<file path="src/rtl/mini_cpu_core.sv">
// Single-cycle accumulator CPU: fetch from an asynchronous ROM at PC, execute on each enabled edge.
// Registers A/B/OUT, carry flag, sticky HALT and a one-step output-valid strobe.
module mini_cpu_core #(
  parameter int unsigned DATA_WIDTH = 4,
  parameter int unsigned PC_WIDTH   = 4
) (
  input  logic                  CLK,
  input  logic                  RST,
  input  logic                  en,
  output logic [PC_WIDTH-1:0]   prog_addr,
  input  logic [DATA_WIDTH+3:0] prog_data,
  input  logic [DATA_WIDTH-1:0] in_port,
  output logic [DATA_WIDTH-1:0] out_port,
  output logic                  out_valid,
  output logic                  halted,
  output logic                  carry,
  output logic [DATA_WIDTH-1:0] reg_a,
  output logic [DATA_WIDTH-1:0] reg_b
);

  typedef enum logic [3:0] {
    OpAddA  = 4'b0000,
    OpMovAB = 4'b0001,
    OpInA   = 4'b0010,
    OpMovAI = 4'b0011,
    OpMovBA = 4'b0100,
    OpAddB  = 4'b0101,
    OpInB   = 4'b0110,
    OpMovBI = 4'b0111,
    OpOutB  = 4'b1001,
    OpOutI  = 4'b1011,
    OpHalt  = 4'b1100,
    OpJnc   = 4'b1110,
    OpJmp   = 4'b1111
  } op_e;

  logic [DATA_WIDTH-1:0] a_q, a_d, b_q, b_d, out_q, out_d;
  logic [PC_WIDTH-1:0]   pc_q, pc_d;
  logic                  c_q, c_d, h_q, h_d, valid_q, valid_d;

  op_e                   op;
  logic [DATA_WIDTH-1:0] imm;
  logic [PC_WIDTH-1:0]   imm_pc;
  logic [DATA_WIDTH:0]   sum_a, sum_b;

  assign op     = op_e'(prog_data[DATA_WIDTH+3:DATA_WIDTH]);
  assign imm    = prog_data[DATA_WIDTH-1:0];
  assign imm_pc = imm[PC_WIDTH-1:0];
  assign sum_a  = {1'b0, a_q} + {1'b0, imm};
  assign sum_b  = {1'b0, b_q} + {1'b0, imm};

  always_comb begin
    a_d     = a_q;
    b_d     = b_q;
    out_d   = out_q;
    pc_d    = pc_q;
    c_d     = c_q;
    h_d     = h_q;
    valid_d = 1'b0;
    if (en && !h_q) begin
      // Every executed instruction rewrites carry; only ADDs can set it.
      c_d  = 1'b0;
      pc_d = pc_q + PC_WIDTH'(1);
      case (op)
        OpAddA: begin
          a_d = sum_a[DATA_WIDTH-1:0];
          c_d = sum_a[DATA_WIDTH];
        end
        OpMovAB: a_d = b_q;
        OpInA:   a_d = in_port;
        OpMovAI: a_d = imm;
        OpMovBA: b_d = a_q;
        OpAddB: begin
          b_d = sum_b[DATA_WIDTH-1:0];
          c_d = sum_b[DATA_WIDTH];
        end
        OpInB:   b_d = in_port;
        OpMovBI: b_d = imm;
        OpOutB: begin
          out_d   = b_q;
          valid_d = 1'b1;
        end
        OpOutI: begin
          out_d   = imm;
          valid_d = 1'b1;
        end
        OpHalt: begin
          h_d  = 1'b1;
          pc_d = pc_q;
        end
        OpJnc:   if (!c_q) pc_d = imm_pc;
        OpJmp:   pc_d = imm_pc;
        default: ;
      endcase
    end
  end

  always_ff @(posedge CLK) begin
    if (RST) begin
      a_q     <= '0;
      b_q     <= '0;
      out_q   <= '0;
      pc_q    <= '0;
      c_q     <= 1'b0;
      h_q     <= 1'b0;
      valid_q <= 1'b0;
    end else begin
      a_q     <= a_d;
      b_q     <= b_d;
      out_q   <= out_d;
      pc_q    <= pc_d;
      c_q     <= c_d;
      h_q     <= h_d;
      valid_q <= valid_d;
    end
  end

  assign prog_addr = pc_q;
  assign out_port  = out_q;
  assign out_valid = valid_q;
  assign halted    = h_q;
  assign carry     = c_q;
  assign reg_a     = a_q;
  assign reg_b     = b_q;

endmodule

</file>
<file path="config.mk">
export PLATFORM = sky130hd
export DESIGN_NAME = mini_cpu_core
export DESIGN_NICKNAME = d
export VERILOG_FILES = /design/src/rtl/mini_cpu_core.sv
export SDC_FILE = /design/constraint.sdc
export NUM_CORES = 1
export LEC_CHECK = 0
export ABC_AREA = 1
export BUFFER_PORTS_ARGS = -buffer_cell sky130_fd_sc_hd__buf_2
export CORE_ASPECT_RATIO = 0.9
export CORE_MARGIN = 1
export CORE_UTILIZATION = 50
export CTS_CLUSTER_SIZE = 14
export DETAILED_ROUTE_END_ITERATION = 8
export GPL_TIMING_DRIVEN = 1
export PLACE_DENSITY = 0.79
export SETUP_SLACK_MARGIN = 0.3
export SYNTH_ARGS = -nofsm -noshare
export SYNTH_HDL_FRONTEND = slang
export SYNTH_SLANG_ARGS = --single-unit
</file>
<file path="constraint.sdc">
create_clock -name CLK -period 1.63 [get_ports CLK]
set_input_delay 0.163 -clock CLK [delete_from_list [all_inputs] [get_ports CLK]]
set_output_delay 0.163 -clock CLK [all_outputs]
set_load 0.01 [all_outputs]
</file>
After elaboration in Yosys (flattened, before gate mapping):

Index checks and enable logic that the tools add are counted.

* add/subtract/negate cells: 3
* bitwise gates (word level): 2
* equal/unequal tests: 12
* reduce and logical (&&, ||, !) cells: 13
* muxes and demuxes: 7

Operators by type and width (number)
* $pmux 4 s4: 2
* $eq 4x4->1 const B: 5
* $eq 4x3->1 const B: 4
* $pmux 4 s3: 1
* $add 4x4->5: 2
* $reduce_and 2->1: 5
* $eq 4x2->1 const B: 2
* $pmux 4 s2: 1
* $reduce_bool 4->1: 2
* $add 4x1->4 const B: 1
* $eq 4x1->1 const B: 1
* $logic_not 4->1: 1
* $mux 4: 1
* $reduce_or 2->1: 2
* $not 1->1: 2
* $pmux 1 s2: 1
* $reduce_bool 2->1: 1
* $logic_and 1x1->1: 1
* $logic_not 1->1: 1
* $mux 1: 1

* register bits: 19
* input port bits: 15

Longest topological paths before layout:

* depth in word-level cells: 4
* gate-level depth with buffers: 9

Least setup slack after synthesis:

OpenSTA, ideal clock, no wires.

* path type: reg-to-reg
* from: register a_q[0] (netlist: reg_a[0])
* to: register c_q (netlist: carry)
* path buffers: 0
* setup slack: 0.129 ns
* period minus slack after synthesis: 1.501 ns
* stages on the path, launching flop included: 9
* data arrival time: 1.392 ns
* cell sequence: dfxtp_1 > ha_1 > fa_1 > a21oi_1 > nor2_1 > o21ai_0 > nand3_1 > nand2_1 > inv_1

* word-level cells in the longest chain between the ends: 2

Ends and longest elaborated chain
* start: declaration: RTL line 37 `logic [DATA_WIDTH-1:0] a_q, a_d, b_q, b_d, out_q, out_d;`
* start signal: assignment: RTL line 100 `a_q <= '0;`
* start signal: assignment: RTL line 108 `a_q <= a_d;`
* $add 4x4->5: RTL line 49 `assign sum_a = {1'b0, a_q} + {1'b0, imm};`
* $pmux 1 s2: RTL line 64 `case (op)`
* end signal: assignment: RTL line 104 `c_q <= 1'b0;`
* end signal: assignment: RTL line 112 `c_q <= c_d;`
* end: declaration: RTL line 39 `logic c_q, c_d, h_q, h_d, valid_q, valid_d;`

No other way between the ends.
A chain may end at the register's enable or synchronous reset.

Worst setup path after layout:

* from: register a_q[0] (netlist: reg_a[0])
* to: register a_q[2] (netlist: reg_a[2])

* word-level cells in the longest chain between the ends: 2

Ends and longest elaborated chain (RTL line)
* $add 4x4->5: 49
* $pmux 4 s4: 64

No other way between the ends.

==> metrics.cfg <==
[outcome]
status = finished, violations left
violations = DRC

[layout]
syn_to_final_growth_pct = 26.3
num-nets-final = 276
drive_gt1_share_pct = 32.5
antenna_cells = 0
final_common_cell = nand2_1
most-common-layout-cells = 39 x nand2_1, 33 x buf_2, 27 x nor2_1, 19 x a21oi_1, 16 x inv_1

[timing]
setup_tns_ns = 0
setup_viol = 0
layout_min_cycle_time_ns = 1.47
fin_crit_sh_pct = 90.4
max_slew.worst_pin.slew_ns = 0.398
max_freq_ghz = 0.679
finalClockSkew_ns = 0.00656
rsz0062_at_grt = yes
slew_violations = 0
hold_violations = 0
final.setup.worst_slack_ns = 0.157
slew_headroom_pct = 73.3

[clocking]
cts_tree = yes
cts_max_level = 1
clkTransAtPathRegs_ns = 0.12
postCtsHoldBufs = 0
cts_inserted_buffers = 3
clockBufferDepth = 2
clkLatencyLatePin_ns = 0.32
cts-root-buf = clkbuf_4
clock_sinks = 19

[global_route]
antenna_found_initial = 0
grt_max_degree = 14
grt_usage_pct = 28.3
grt_pass1_wl_um = 6370
grt_overflow = 0
grt_pass1_vias = 1421

[critical_path]
path_class = flop to flop
path_cells = ha_4 -> fa_2 -> xor2_1 -> o21ai_1 -> a21oi_1 -> nor2_1 -> nor2_1
cp_slowest_stage_delay_ns = 0.37
r2r_cells = 7
slowest_stage = dfxtp_4
regToRegStartpoint = reg_a[0]$_SDFFE_PP0P_
reg2reg_slack_ns = 0.16
cp-end-kind = flop
cp-start-kind = flop
critPathBufInv = 0
r2r_end = reg_a[2]$_SDFFE_PP0P_
critPathMaxFanout = 2
cp_common_cell = nor2_1
critPathTopFamily = adder cells
crit_arrival_ns = 1.68
required_ns = 1.84

[placed_design]
gp_congestion = 0.923
portBuffers = 33
place_ws_ns = 0.170
dp_hpwl_um = 3010

[floorplanning]
initial_core_util_pct = 54.3
rows = 17
core_area_mm2 = 0.00253
die_area_mm2 = 0.00296
die_y_um = 51.7
die_w_um = 57.3
pin_count = 34

[synthesis]
yosysSeqAreaShare_pct = 27.7
synthTopCellsByArea = dfxtp_1 28%, nand2_1 12%, ha_1 8.2%
synth_top_area_cell = dfxtp_1
synth_top_cell_area_share_pct = 27.7
syn_area_mm2 = 0.00137
synth_cells = 207
ys_warn_count = 0
ys_ff_latch = 19
synth.net_count = 233
synth_cell_types = 26
syn_area_per_cell_um2 = 6.64

[worst_hold_path]
hold_start = en
holdPathEnd = halted$_SDFFE_PP0P_
hold_path_depth = 3
hold_path.class = input port to flop

[drt]
final_antenna_net_count = 0
avgViaCountPerCell = 5.57
drc_errors = 2
drt_iter0_drc = 74
dr.pass1.iters = 6
num_vias = 1543
wl_per_cell_um = 14.4
drt_wl_total_um = 3990

[run]
maxCapViolCount = 0

[power_and_ir_drop]
p_per_area_mw_per_mm2 = 616
ir_worst_vdd_v = 0.000465
p_leak_nw = 0.827

[worst reg2reg max path: cells and delay by family, from the launching register on]
| kind | cells | cell delay (ns) |
|---|---|---|
| flops | 1 | 0.37 |
| fa+ha+maj | 2 | 0.51 |
| compound gates | 2 | 0.17 |
| xor+xnor | 1 | 0.18 |
| simple gates | 2 | 0.13 |
[metrics by stage]
stage	area (um2)	cells	power, mW	hold WS [ns]	util, %
floorplan	1410	207	0.690	0.306	-
global placement	1620	269	0.792	0.428	63.9
detailed placement	1620	269	0.794	0.428	63.9
CTS	1680	275	1.05	0.0884	66.5
global route	1740	277	1.12	0.118	68.6
finish	1740	277	1.07	0.0960	68.6
[cells by family (layout without fill, tap and decap cells)]
group	count (synthesis)	after routing	share of synthesized area [%]
AO/OA/AOI/OAI	47	47	18.0
buffers and inverters	28	70	7.92
XOR/XNOR	3	3	1.91
adder cells (fa/ha/maj)	11	11	11.1
flip-flops	19	19	27.7
AND/OR/NAND/NOR	99	99	33.3
[per-layer routing]
metal | share of wire, % | track usage, %
met3 | 7.9 | 6.47
met5 | 0 | 0
met1 | 46 | 37.9
met2 | 44 | 47.5
met4 | 1.4 | 4.07
[layout make-up]
type                            instances  area (um2)
Tap cell                               28        35.0
Clock inverter                          1        5.00
Inverter                               26        97.6
Fill cell                             237         796
Timing Repair Buffer                   40         218
Sequential cell                        19         390
Clock buffer                            3        22.5
Multi-Input combinational cell        160         967
[cells in the mapped netlist, drive strengths merged]
master and count:
nand2 45, nor2 34, inv 26, a21oi 21
dfxtp 19, o21ai 19, nand3 14, ha 9
o22ai 4, nand4 3, fa 2, o211ai 2
xnor2 2, and3 1, buf 1, clkbuf 1
nor3 1, nor4 1, o21a 1, xor2 1
[worst max-delay path by stage]
stage,from,endpoint,cells past startpoint
final,reg_a[0]$_SDFFE_PP0P_,reg_a[2]$_SDFFE_PP0P_,7
after global routing,reg_a[0]$_SDFFE_PP0P_,reg_a[2]$_SDFFE_PP0P_,7
after CTS,reg_a[0]$_SDFFE_PP0P_,carry$_SDFFE_PP0P_,8
after detailed placement,prog_data[0],carry$_SDFFE_PP0P_,9
after global placement,prog_data[0],carry$_SDFFE_PP0P_,9
after floorplan,reg_a[0]$_SDFFE_PP0P_,carry$_SDFFE_PP0P_,8
[state kept, by name, indices dropped and copies added, names as in the netlist]
signal	count
out_port	4
halted	1
reg_b	4
out_valid	1
prog_addr	4
reg_a	4
carry	1
[power by group]
part | internal [mW] | total [mW] | switching (mW) | leakage [nW]
sequential | 0.485 | 0.508 | 0.0226 | 0.157
combinational | 0.116 | 0.304 | 0.188 | 0.652
clock | 0.0920 | 0.257 | 0.165 | 0.0177
[timing repair]
action / CTS / global route
hold endpoints to repair: 0 / 0
endpoints found under the setup margin: 7 / 14
pin swaps: 1 / 12
setup buffers: 2 / 2
resized for setup: 5 / 18
Power figures use the tool's default switching activity.
